## src/rtl/cv32e40p_pkg.sv

```systemverilog
// rtl/cv32e40p_pkg.sv - shared types and constants for the sleep controller
package cv32e40p_pkg;

    // Sleep controller FSM states
    typedef enum logic [2:0] {
        BOOT  = 3'd0,
        RUN   = 3'd1,
        DRAIN = 3'd2,
        SLEEP = 3'd3,
        WAKE  = 3'd4
    } sleep_state_e;

    // Largest wake-up delay the 4-bit delay counter can hold
    localparam int unsigned WAKEUP_DELAY_MAX = 15;
    localparam int unsigned WAKE_CNT_W       = 4;

endpackage

```

## src/rtl/cv32e40p_txn_counter.sv

```systemverilog
// rtl/cv32e40p_txn_counter.sv - saturating in-flight bus transaction counter
//   clk_i, rst_ni : clock, asynchronous active-low reset
//   issue, retire : one bus grant / one bus response this cycle
//   count         : registered in-flight count
//   zero          : count is zero
//   over_err      : issue-only while count is at MAX_OUTSTANDING (count holds)
//   under_err     : retire-only while count is zero (count holds)
module cv32e40p_txn_counter
    import cv32e40p_pkg::*;
#(
    parameter int unsigned MAX_OUTSTANDING = 2,
    parameter int unsigned CNT_W           = $clog2(MAX_OUTSTANDING + 1)
) (
    input  logic             clk_i,
    input  logic             rst_ni,
    input  logic             issue,
    input  logic             retire,
    output logic [CNT_W-1:0] count,
    output logic             zero,
    output logic             over_err,
    output logic             under_err
);

    localparam logic [CNT_W-1:0] MAX_CNT = CNT_W'(MAX_OUTSTANDING);

    logic issue_only;
    logic retire_only;

    // Simultaneous issue and retire cancel out and can never be an error
    assign issue_only  = issue & ~retire;
    assign retire_only = retire & ~issue;

    assign zero      = (count == '0);
    assign over_err  = issue_only & (count == MAX_CNT);
    assign under_err = retire_only & zero;

    always_ff @(posedge clk_i or negedge rst_ni) begin
        if (!rst_ni) begin
            count <= '0;
        end else if (issue_only && !over_err) begin
            count <= count + 1'b1;
        end else if (retire_only && !under_err) begin
            count <= count - 1'b1;
        end
    end

endmodule

```

## src/rtl/cv32e40p_sleep_ctrl.sv

```systemverilog
// rtl/cv32e40p_sleep_ctrl.sv - core clock-gate enable and sleep/wake sequencing
//   clk_i          : free-running ungated clock
//   rst_ni         : asynchronous active-low reset
//   fetch_enable_i : boot request, only looked at in BOOT
//   wfi_req_i      : one-cycle pulse, core retired a WFI
//   core_busy_i    : pipeline still holds un-retired work
//   wake_irq_i     : enabled interrupt pending
//   debug_req_i    : debug halt request
//   txn_issue_i    : bus request granted this cycle
//   txn_retire_i   : bus response received this cycle
//   clock_en_o     : registered enable for the clock gate cell
//   core_sleep_o   : core asleep / not yet released
//   wake_o         : one-cycle pulse on WAKE -> RUN
//   outstanding_o  : in-flight bus transaction count
//   err_o          : sticky bus protocol error
module cv32e40p_sleep_ctrl
    import cv32e40p_pkg::*;
#(
    parameter int unsigned MAX_OUTSTANDING = 2,
    parameter int unsigned WAKEUP_DELAY    = 2,
    parameter int unsigned CNT_W           = $clog2(MAX_OUTSTANDING + 1)
) (
    input  logic             clk_i,
    input  logic             rst_ni,
    input  logic             fetch_enable_i,
    input  logic             wfi_req_i,
    input  logic             core_busy_i,
    input  logic             wake_irq_i,
    input  logic             debug_req_i,
    input  logic             txn_issue_i,
    input  logic             txn_retire_i,
    output logic             clock_en_o,
    output logic             core_sleep_o,
    output logic             wake_o,
    output logic [CNT_W-1:0] outstanding_o,
    output logic             err_o
);

    // Out-of-range delays saturate rather than wrap in the 4-bit counter
    localparam logic [WAKE_CNT_W-1:0] WAKE_LOAD =
        (WAKEUP_DELAY > WAKEUP_DELAY_MAX) ? WAKE_CNT_W'(WAKEUP_DELAY_MAX)
                                          : WAKE_CNT_W'(WAKEUP_DELAY);

    sleep_state_e          state_q;
    sleep_state_e          state_d;
    logic [WAKE_CNT_W-1:0] dly_q;
    logic [WAKE_CNT_W-1:0] dly_d;
    logic                  wake_d;
    logic                  err_d;
    logic                  wake_req;
    logic                  bus_idle;
    logic                  cnt_zero;
    logic                  cnt_over;
    logic                  cnt_under;
    logic                  gated_txn;

    cv32e40p_txn_counter #(
        .MAX_OUTSTANDING (MAX_OUTSTANDING),
        .CNT_W           (CNT_W)
    ) u_txn_counter (
        .clk_i     (clk_i),
        .rst_ni    (rst_ni),
        .issue     (txn_issue_i),
        .retire    (txn_retire_i),
        .count     (outstanding_o),
        .zero      (cnt_zero),
        .over_err  (cnt_over),
        .under_err (cnt_under)
    );

    assign wake_req = wake_irq_i | debug_req_i;
    // A grant in the same cycle would leave a transaction in flight once gated
    assign bus_idle = cnt_zero & ~core_busy_i & ~txn_issue_i;
    // Bus activity while the core clock is off means something upstream is broken
    assign gated_txn = ((state_q == SLEEP) || (state_q == BOOT)) &
                       (txn_issue_i | txn_retire_i);
    assign err_d = err_o | cnt_over | cnt_under | gated_txn;

    always_comb begin
        state_d = state_q;
        dly_d   = dly_q;
        wake_d  = 1'b0;
        case (state_q)
            BOOT: begin
                if (fetch_enable_i) state_d = RUN;
            end
            RUN: begin
                // A WFI with a wake source already pending is a NOP
                if (wfi_req_i && !wake_req) state_d = DRAIN;
            end
            DRAIN: begin
                if (wake_req) begin
                    state_d = RUN;
                end else if (bus_idle) begin
                    state_d = SLEEP;
                end
            end
            SLEEP: begin
                if (wake_req) begin
                    state_d = WAKE;
                    dly_d   = WAKE_LOAD;
                end
            end
            WAKE: begin
                // Committed once entered; dropping the wake source does not abort
                if (dly_q == '0) begin
                    state_d = RUN;
                    wake_d  = 1'b1;
                end else begin
                    dly_d = dly_q - 1'b1;
                end
            end
            default: state_d = BOOT;
        endcase
    end

    // Outputs are decoded from the next state so they line up with state_q
    // and the gate enable never has a combinational path from an input.
    always_ff @(posedge clk_i or negedge rst_ni) begin
        if (!rst_ni) begin
            state_q      <= BOOT;
            dly_q        <= '0;
            clock_en_o   <= 1'b0;
            core_sleep_o <= 1'b1;
            wake_o       <= 1'b0;
            err_o        <= 1'b0;
        end else begin
            state_q      <= state_d;
            dly_q        <= dly_d;
            clock_en_o   <= (state_d == RUN) || (state_d == DRAIN) || (state_d == WAKE);
            core_sleep_o <= (state_d == BOOT) || (state_d == SLEEP) || (state_d == WAKE);
            wake_o       <= wake_d;
            err_o        <= err_d;
        end
    end

endmodule

```

## config.mk

```make
export PLATFORM = sky130hd
export DESIGN_NAME = cv32e40p_sleep_ctrl
export DESIGN_NICKNAME = d
export VERILOG_FILES = /design/src/rtl/cv32e40p_pkg.sv /design/src/rtl/cv32e40p_txn_counter.sv /design/src/rtl/cv32e40p_sleep_ctrl.sv
export SDC_FILE = /design/constraint.sdc
export NUM_CORES = 1
export LEC_CHECK = 0
export ABC_AREA = 1
export ABC_CLOCK_PERIOD_IN_PS = 3100
export BUFFER_PORTS_ARGS = -buffer_cell sky130_fd_sc_hd__buf_2
export CAP_MARGIN = 20
export CELL_PAD_IN_SITES_DETAIL_PLACEMENT = 1
export CELL_PAD_IN_SITES_GLOBAL_PLACEMENT = 2
export CORE_MARGIN = 2
export CORE_UTILIZATION = 31
export CTS_BUF_LIST = sky130_fd_sc_hd__clkbuf_16
export CTS_CLUSTER_DIAMETER = 120
export DETAILED_ROUTE_END_ITERATION = 7
export PLACE_DENSITY = 0.8
export SLEW_MARGIN = 20
export SYNTH_ARGS = -nofsm -noshare
export SYNTH_HDL_FRONTEND = slang
export SYNTH_HIERARCHICAL = 1
export SYNTH_SLANG_ARGS = --single-unit
```

## constraint.sdc

```tcl
create_clock -name clk_i -period 3.1 [get_ports clk_i]
set_input_delay 0 -clock clk_i [delete_from_list [all_inputs] [get_ports clk_i]]
set_output_delay 0 -clock clk_i [all_outputs]
set_load 0.02 [all_outputs]
```

=== Word level (Yosys, flattened, before mapping) ===
Index checks and enable logic that the tools add are counted.

* Bits of input ports: 9
* Bits in registers: 13

* Eq/ne operators: 11
* Bitwise logic cells: 15
* Muxes and demuxes: 14
* Reductions and logical operators: 18
* Add/subtract/negate cells: 3

{| class="wikitable"
|+ Operators with widths
! kind !! number
|-
| 3-bit two-way mux || 6
|-
| 3-bit one-hot mux with 5 select lines || 1
|-
| 3-bit by 2-bit equality test with 1-bit output, second input constant || 4
|-
| 4-bit two-way mux || 2
|-
| 4-bit one-hot mux with 2 select lines || 1
|-
| 1-bit AND || 7
|-
| 3-bit by 1-bit equality test with 1-bit output, second input constant || 2
|-
| 3-bit equality test, second input constant || 2
|-
| 3-bit logical NOT || 2
|-
| 1-bit logical OR || 5
|-
| 1-bit bitwise OR || 5
|-
| 4-bit logical NOT || 1
|-
| 2-bit two-way mux || 2
|-
| 2-bit inequality test, second input constant || 2
|-
| 2-bit nonzero test || 2
|-
| 4-bit by 1-bit subtractor with 4-bit output, second input constant || 1
|-
| 1-bit logical AND || 3
|-
| 1-bit logical NOT || 3
|-
| 1-bit NOT || 3
|-
| 3-bit AND reduction || 1
|-
| 2-bit by 1-bit adder with 2-bit output, second input constant || 1
|-
| 2-bit equality test, second input constant || 1
|-
| 2-bit logical NOT || 1
|-
| 1-bit two-way mux || 2
|-
| 2-bit by 1-bit subtractor with 2-bit output, second input constant || 1
|}

=== Longest topological paths before layout ===
Gate-level depths: netlist (run 1).

* Depth in word-level cells: 9
* Depth in mapped cells: 9
* Depth with buffers taken out: 9

=== Hierarchy ===
Netlist (run 1), hierarchy kept.

{| class="wikitable"
|+ Modules (own cells, without submodules)
! module !! sequential area each (µm²) !! times used !! cells each !! area an instance (µm²)
|-
| cv32e40p_sleep_ctrl || 276.5 || 1 || 86 || 638.1
|-
| cv32e40p_txn_counter || 50.0 || 1 || 26 || 157.7
|}

=== Least setup slack after synthesis (run 1) ===
OpenSTA, ideal clock, no wires.

* Kind: reg2reg
* Start point: register dly_q[0]
* End point: register clock_en_o
* Library setup time: 124 ps
* Path buffers: 0
* Path slack: 1931 ps
* Clock period less this slack: 1169 ps
* Arrival: 1045 ps
* Stages on the path, launching flop included: 10
* Cells stage by stage: dfrtp_1 inv_1 ha_1 nand2_1 nor2_1 nand2_1 nand2_1 nor2_2 nand3_1 nand3_1

* Cells in the longest elaborated chain, start to end: 6
* Elaborated cells between the ends (all ways): 8
* Classes of those cells: eq/ne (3); mux (2); reduce/logical (3)

{| class="wikitable"
|+ Ends and longest elaborated chain
! element !! line !! text
|-
| from (decl) || cv32e40p_sleep_ctrl.sv:46 || <nowiki>logic [WAKE_CNT_W-1:0] dly_q;</nowiki>
|-
| from (signal assigned) || cv32e40p_sleep_ctrl.sv:129 || <nowiki>dly_q <= dly_d;</nowiki>
|-
| 4-bit logical NOT (*) || cv32e40p_sleep_ctrl.sv:106 || <nowiki>if (dly_q == '0) begin</nowiki>
|-
| 3-bit two-way mux (*) || cv32e40p_sleep_ctrl.sv:106 ||
|-
| 3-bit one-hot mux with 5 select lines (*) || cv32e40p_sleep_ctrl.sv:83 || <nowiki>case (state_q)</nowiki>
|-
| 3-bit by 1-bit equality test with 1-bit output or 3-bit by 2-bit equality test with 1-bit output (tied branches) || cv32e40p_sleep_ctrl.sv:130 || <nowiki>clock_en_o <= (state_d == RUN) || (state_d == DRAIN) || (state_d == WAKE);</nowiki>
|-
| 1-bit logical OR || cv32e40p_sleep_ctrl.sv:130 ||
|-
| 1-bit logical OR (*) || cv32e40p_sleep_ctrl.sv:130 ||
|-
| to (signal assigned) || cv32e40p_sleep_ctrl.sv:130 ||
|-
| to (decl) || cv32e40p_sleep_ctrl.sv:32 || <nowiki>output logic clock_en_o,</nowiki>
|}

Mark *: on every way between the ends. The rest lies on a longest branch, timed or not.
A chain may end at the register's enable or synchronous reset.

=== Final worst setup path (run 1) ===
* Start point: register dly_q[1]
* End point: register clock_en_o

The elaborated chain is that of the path after synthesis.

==> out/qor.log, run 1 <==
qor: cells_and_area.antenna_cells 0
qor: cells_and_area.layout_fillers 299
qor: synthesis.ys.warnings.count 6
qor: route.drt_first_iter_violations 6
qor: timing.report.final.slew_viol_count 0
qor: timing.timing.final.hold_violations 0
qor: synthesis.synth.ff_latch_count 13
qor: setup_path.worst-path-max-fanout 3
qor: synthesis.synth_sequential_area_ratio 41.0%
qor: setup_path.cpMaxStageDelayCell sky130_fd_sc_hd__dfrtp_1
qor: synthesis.netlist_area 796 um2
qor: global_route.antenna_violations_before_repair 0
qor: cells_and_area.register_area 327 um2
qor: timing.fmaxAchievable 0.745 GHz
qor: setup_path.cp_data_required_time 3.22 ns
qor: power.leakagePower 0.506 nW
qor: setup_path.arrival_time_reported_for_the_critical_path_endpoint 1.47 ns
qor: clocking.cts_setup_buffers 0
qor: place.placedInstanceArea 903 um2
qor: die.fp.dieH 54.7 um
qor: cells_and_area.post_route_cells_drive_above_1_share 31.3%
qor: worst_hold_path.worst_hold_path_type input pin to flop
qor: timing.worst_slew_margin_rel 80.6%
qor: route.dr.pass1.iters 4
qor: place.dp_cells 156
qor: clocking.clock_insertion_delay_at_the_later_pin_of_the_skew_report 0.24 ns
qor: timing.finalWorstPathRequiredPeriod 1.34 ns
qor: timing.grt_setup_unrepaired no
qor: die.fp-row-count 18
qor: route.detail_route.wl_per_cell 11.4 um
qor: synthesis.postSynthCellCount 112
qor: timing.clock_skew 0.00286 ns
qor: synthesis.synth.lib_cells_used.distinct 18
qor: die.io-pin-count 15
qor: route.number_of_antenna_violating_nets_in_the_routed_design 0
qor: clocking.cts.path.max_buffers 2
qor: setup_path.setup.worst_path.end_class flop
qor: route.drc 0
qor: setup_path.crit_path_max_cell_delay 0.36 ns
qor: timing.setup_tns 0 ns
qor: route.dr_total_vias 728
qor: cells_and_area.design_area 992 um2
qor: setup_path.worstSetupPathType flop to flop
qor: clocking.number_of_cts_inserted_buffers 3
qor: setup_path.cp_common_cell sky130_fd_sc_hd__nand2_1
qor: cells_and_area.final-instance-count-excl-fill 161
qor: synthesis.synth_nets 122
qor: clocking.clkTransAtPathRegs 0.05 ns
qor: setup_path.crit_buf_inv 1
qor: clocking.tritoncts_num_sinks 13
qor: clocking.clock_root_buffer sky130_fd_sc_hd__clkbuf_16
qor: global_route.gr-total-overflow 0
qor: place.placement.io_buffers 14
qor: setup_path.worst_setup_path_start_kind flop
qor: cells_and_area.finish.net_count 142
qor: setup_path.critical_path.top_delay_family simple AND/OR/NAND/NOR gates
qor: die.die-area 0.00299 mm2
qor: die.start_util 32.4%
qor: timing.worst_slew_pin_slew 0.291 ns
qor: setup_path.cell_chain_critical_path inv_1 > ha_1 > nand2_1 > nor2_1 > nand2_1 > nand2_1 > nor2_2 > nand3_1 > nand3_1
qor: place.finalWeightedCongestion 0.748
qor: power.power_density 907 mW/mm2
qor: die.core_region_area 0.00245 mm2
qor: clocking.cts_htree_levels 1
qor: timing.report.final.setup_viol 0
qor: run_status.result_of_the_run finished clean
qor: route.avgViaCountPerCell 4.52
qor: global_route.grt.total_usage 14.7%
qor: cells_and_area.syn_to_final_growth 24.7%
qor: power.power.ir.vdd_worst 0.736 mV
qor: global_route.grt_first_pass_wirelength 3000 um
qor: die.die_w 54.7 um
qor: global_route.grt_max_degree 14
qor: clocking.tritoncts_clock_tree built
qor: job.max_cap_violations 0
qor: route.postRouteWirelength 1840 um
qor: cells_and_area.multi_input_gate_area_in_the_final_layout 390 um2
qor: place.place_hpwl 1500 um
qor: synthesis.synth_area_per_cell 7.11 um2
qor: timing.layout_worst_path_cycle_share 43.3%
qor: clocking.post_cts_resized 0
qor: global_route.first_global_vias 712
qor: clocking.cts_hold_repair.buffers 1
## tightest hold or removal path, stage by stage
cell and delay, ns:
sky130_fd_sc_hd__buf_2 0.10, sky130_fd_sc_hd__o21ai_0 0.07, sky130_fd_sc_hd__nand2_1 0.05
## metal layers
metal / part of all wire (%) / vias up / global-route usage [%]
met3: 3.8 / 4 / 4.92
met5: 0 / - / 0
li1: - / 381 / -
met1: 45 / 333 / 17.0
met4: 1.0 / 0 / 5.00
met2: 50 / 10 / 25.2
## placed cells by master, fill, tap and decap left out, drive strengths merged
cell type and count:
buf 14, o22ai 1, inv 22, clkbuf 3, dfrtp 12, nand3b 1
dfstp 1, nand3 10, ha 1, a22oi 1, nor2 23, o21ai 4
dlygate4sd3 1, a21oi 2, nor3 2, nand2 33
## Yosys cell counts (all sizes together)
master | n | share of area, %
nand2 | 33 | 17
nor2 | 23 | 14
inv | 21 | 9.9
dfrtp | 12 | 38
nand3 | 10 | 6.9
o21ai | 4 | 2.5
a21oi | 2 | 1.3
nor3 | 2 | 1.3
a22oi | 1 | 1.6
dfstp | 1 | 3.3
ha | 1 | 1.6
nand3b | 1 | 0.94
o22ai | 1 | 1.6
## logic make-up (layout without fill, tap and decap cells)
group / count (synthesis) / in the layout / synth area share (%)
compound gates: 8 / 8 / 6.92
fa+ha+maj: 1 / 1 / 1.57
buf+inv: 21 / 40 / 9.90
flops: 13 / 13 / 41.0
simple gates: 69 / 69 / 40.6
## area by class of cell
class | count | area share [%]
Sequential cell | 13 | 32.9
Tap cell | 30 | 3.78
Clock buffer | 3 | 7.57
Timing Repair Buffer | 15 | 8.07
Inverter | 21 | 7.94
Multi-Input combinational cell | 78 | 39.3
Clock inverter | 1 | 0.378
## state kept, by name (all words and copies together) (netlist names)
name	count
clock_en_o	1
core_sleep_o	1
dly_q	4
err_o	1
state_q	3
u_txn_counter/count	2
wake_o	1
## stage by stage
stage	utilization [%]	power, W	worst slack (ns)	hold slack, ns
floorplan	-	0.000564	1.93	-0.296
global placement	36.8	0.000656	1.79	-0.100
detailed placement	36.8	0.000667	1.76	-0.0987
CTS	40.4	0.000914	1.75	0.0206
global route	40.4	0.000973	1.61	0.0531
finish	40.4	0.000899	1.76	0.0184
## worst paths after layout
path,start,slack (ns),to,depth (start not counted)
min,txn_retire_i,0.02,err_o,3
min in group asynchronous,rst_ni,0.17,dly_q[1],2
max reg2reg,dly_q[1],1.76,clock_en_o,9
min reg2reg,dly_q[2],0.47,dly_q[2],1
max in group asynchronous,rst_ni,2.65,core_sleep_o,2
max,dly_q[1],1.76,clock_en_o,9
## power breakdown
| part | switching [W] | internal (W) |
|---|---|---|
| Clock | 0.0000714 | 0.000170 |
| Sequential | 0.0000531 | 0.000237 |
| Combinational | 0.000237 | 0.000130 |
| Total | 0.000361 | 0.000538 |
Note: power is estimated with default switching activity, not from simulation.
==> run 2: changes to the inputs <==
--- a/config.mk
+++ b/config.mk
@@ -6,17 +6,17 @@
 export NUM_CORES = 1
 export LEC_CHECK = 0
 export ABC_AREA = 1
-export ABC_CLOCK_PERIOD_IN_PS = 3100
+export ABC_CLOCK_PERIOD_IN_PS = 1300
 export BUFFER_PORTS_ARGS = -buffer_cell sky130_fd_sc_hd__buf_2
 export CAP_MARGIN = 20
 export CELL_PAD_IN_SITES_DETAIL_PLACEMENT = 1
 export CELL_PAD_IN_SITES_GLOBAL_PLACEMENT = 2
 export CORE_MARGIN = 2
-export CORE_UTILIZATION = 31
+export CORE_UTILIZATION = 29
 export CTS_BUF_LIST = sky130_fd_sc_hd__clkbuf_16
 export CTS_CLUSTER_DIAMETER = 120
 export DETAILED_ROUTE_END_ITERATION = 7
-export PLACE_DENSITY = 0.8
+export PLACE_DENSITY = 0.76
 export SLEW_MARGIN = 20
 export SYNTH_ARGS = -nofsm -noshare
 export SYNTH_HDL_FRONTEND = slang
==> constraint.sdc (replaced) <==
create_clock -name clk_i -period 1.3 [get_ports clk_i]
set_input_delay 0 -clock clk_i [delete_from_list [all_inputs] [get_ports clk_i]]
set_output_delay 0 -clock clk_i [all_outputs]
set_load 0.02 [all_outputs]
==> run 2 against run 1 <==
Effect of this change: clock skew up 0.0044 ns; sequential share of layout area down 3.1 points; die area up 6.4%; combinational power rose to 3.1 times the previous value; final area up 11%; wire length up 9.2%; total power rose to 2.7 times the previous value; final cell count up 3.1%; fmax up 11%; hold slack better by 0.013 ns; largest cell class unchanged.
==> out/qor.log, run 2 (synthesis results as in run 1) <==
qor: route.drc 0 [unchanged]
qor: global_route.grt_first_pass_wirelength 3520 um [+17%]
qor: setup_path.cp_data_required_time 1.43 ns [-1.79 ns]
qor: timing.finalWorstPathRequiredPeriod 1.21 ns [-0.133 ns]
qor: route.avgViaCountPerCell 4.67 [+3.2%]
qor: timing.fmaxAchievable 0.826 GHz [+11%]
qor: setup_path.setup.worst_path.end_class flop
qor: setup_path.arrival_time_reported_for_the_critical_path_endpoint 1.34 ns [-0.13 ns]
qor: route.dr_total_vias 775 [+6.5%]
qor: run_status.result_of_the_run finished clean
qor: die.fp.dieH 56.4 um [+3.1%]
qor: global_route.antenna_violations_before_repair 0 [unchanged]
qor: cells_and_area.layout.cells.most_common sky130_fd_sc_hd__nand2_1
qor: route.detail_route.wl_per_cell 12.1 um [+6.0%]
qor: die.start_util 31.3% [-1.1 points]
qor: cells_and_area.layout_fillers 331 [+11%]
qor: setup_path.r2r_slack 0.09 ns [-1.67 ns]
qor: timing.report.final.slew_viol_count 0 [unchanged]
qor: setup_path.worst-path-max-fanout 4 [+1]
qor: timing.worst_slew_margin_rel 80.6% [about the same]
qor: power.leakagePower 0.533 nW [+5.2%]
qor: place.place_hpwl 1550 um [+3.2%]
qor: job.max_cap_violations 0 [unchanged]
qor: setup_path.r2r_end clock_en_o
qor: clocking.number_of_cts_inserted_buffers 3 [unchanged]
qor: clocking.tritoncts_clock_tree built
qor: route.postRouteWirelength 2010 um [+9.2%]
qor: timing.layout_worst_path_cycle_share 93.1% [+50 points]
qor: global_route.gr-total-overflow 0 [unchanged]
qor: cells_and_area.syn_to_final_growth 38.7%
qor: worst_hold_path.worst_hold_path_type input pin to flop
qor: place.placement.io_buffers 14 [unchanged]
qor: timing.clock_skew 0.00731 ns [+0.00445 ns]
qor: cells_and_area.reg.largest.list dly_q x4, state_q x3, u_txn_counter/count x2
qor: setup_path.r2r-start dly_q[1]
qor: place.finalWeightedCongestion 0.720 [-3.7%]
qor: cells_and_area.finish.net_count 147 [+3.5%]
qor: power.power.ir.vdd_worst 1.02 mV [+39%]
qor: place.placedInstanceArea 918 um2 [+1.7%]
qor: clocking.tritoncts_num_sinks 13 [unchanged]
qor: die.die-area 0.00318 mm2 [+6.4%]
qor: clocking.clkTransAtPathRegs 0.05 ns [about the same]
qor: cells_and_area.design_area 0.00110 mm2 [+11%]
qor: global_route.grt_max_degree 14 [unchanged]
qor: die.fp-row-count 18 [unchanged]
qor: cells_and_area.antenna_cells 0 [unchanged]
qor: place.placement.setup.worst_slack 0.0307 ns [-1.73 ns]
qor: global_route.gr-usage-met3 2.07% [-2.8 points]
qor: setup_path.worst_setup_path_start_kind flop
qor: cells_and_area.layout_common_cells 25 x sky130_fd_sc_hd__nand2_1, 14 x sky130_fd_sc_hd__inv_1, 14 x sky130_fd_sc_hd__buf_2
qor: timing.report.final.setup_viol 0 [unchanged]
qor: timing.timing.final.hold_violations 0 [unchanged]
qor: route.dr.pass1.iters 3 [-1]
qor: setup_path.worstSetupPathType flop to flop
qor: timing.smallest_hold_slack 0.0314 ns [+0.0130 ns]
qor: setup_path.timing.critical_path.to clock_en_o
qor: clocking.clock_insertion_delay_at_the_later_pin_of_the_skew_report 0.24 ns [about the same]
qor: global_route.first_global_vias 785 [+10%]
qor: global_route.met2_usage 24.7% [-0.49 points]
qor: clocking.cts.path.max_buffers 2 [unchanged]
qor: global_route.grt_most_used_layer met2
qor: cells_and_area.post_route_cells_drive_above_1_share 46.3% [+15 points]
qor: die.die_w 56.4 um [+3.1%]
qor: timing.worst_slew_pin_slew 0.292 ns [+0.000931 ns]
qor: timing.timing.final.ws_setup 0.0896 ns [-1.67 ns]
qor: die.core_region_area 0.00254 mm2 [+3.7%]
qor: timing.setup_tns 0 ns [unchanged]
qor: global_route.grt.total_usage 14.3% [-0.45 points]
qor: cells_and_area.registers.top_by_ff_count dly_q
qor: clocking.cts_htree_levels 1 [unchanged]
qor: global_route.use_met1 17.5% [+0.52 points]
qor: route.drt_first_iter_violations 6 [unchanged]
qor: power.power_density 2200 mW/mm2 [+140%]
qor: setup_path.rr_worst_depth 7 [-2]
qor: setup_path.setup.worst_path.start dly_q[1]
qor: die.io-pin-count 15 [unchanged]
qor: route.number_of_antenna_violating_nets_in_the_routed_design 0 [unchanged]
qor: power.total_power 0.00243 W [+170%]
qor: worst_hold_path.holdPathStages 3 [unchanged]
qor: clocking.clock_root_buffer sky130_fd_sc_hd__clkbuf_16
qor: cells_and_area.largest_register_ffs 4 [unchanged]
## run 2: cell types whose count changed in the layout (fill, tap and decap cells not counted), sizes merged
| cell | delta |
|---|---|
| buf | +5 |
## run 2: worst min-delay path by stage
| stage | start | to | slack (ns) |
|---|---|---|---|
| 3_3_place_gp | rst_ni | dly_q[2] | -0.09 |
| 6_report | txn_retire_i | err_o | 0.03 |
| 3_5_place_dp | rst_ni | dly_q[2] | -0.09 |
| 2_1_floorplan | rst_ni | clock_en_o | -0.30 |
| 4_1_cts | txn_retire_i | err_o | 0.03 |
| 5_1_grt | txn_retire_i | err_o | 0.07 |
## run 2: through the flow
stage,utilization [%],std cells
3_5_place_dp,36.1,158
6_report,43.4,166
4_1_cts,40.0,163
5_1_grt,43.4,166
2_1_floorplan,-,112
3_3_place_gp,36.1,158
## run 2: critical path, cell delays in order, from the launching register on
cell and delay (ns):
sky130_fd_sc_hd__dfrtp_1 0.37, sky130_fd_sc_hd__inv_2 0.08, sky130_fd_sc_hd__ha_4 0.15, sky130_fd_sc_hd__nand3_2 0.11, sky130_fd_sc_hd__nand2_2 0.15, sky130_fd_sc_hd__nand2_2 0.09
sky130_fd_sc_hd__inv_2 0.07, sky130_fd_sc_hd__nand3_2 0.08
## run 2: per-layer routing
layer,part of all wire (%),up-vias
met3,1.9,2
met4,0.55,0
met2,52,6
li1,-,395
met1,45,372
met5,0,-
## run 2: power by group
group	internal, W	switching, W	total [W]
sequential	0.000571	0.000155	0.000726
clock	0.000406	0.000170	0.000576
combinational	0.000449	0.000679	0.00113
total	0.00143	0.00100	0.00243
## run 2: what timing repair did
action / CTS / global route
gates resized for setup: 3 / 19
endpoints found under the hold margin: 13 / 0
buffers inserted: 0 / 3
hold buffers: 1 / 0
pin swaps: 1 / 6
endpoints found under the setup margin: 1 / 4
## run 2: final cells by class
type / instances / area, um2 / area share, %
inverters: 21 / 78.8 / 7.14
clock buffers: 3 / 75.1 / 6.80
flip-flops and latches: 13 / 329 / 29.8
multi-input cells: 78 / 462 / 41.8
clock inverters: 1 / 3.75 / 0.340
well taps: 30 / 37.5 / 3.40
repair buffers: 20 / 118 / 10.7
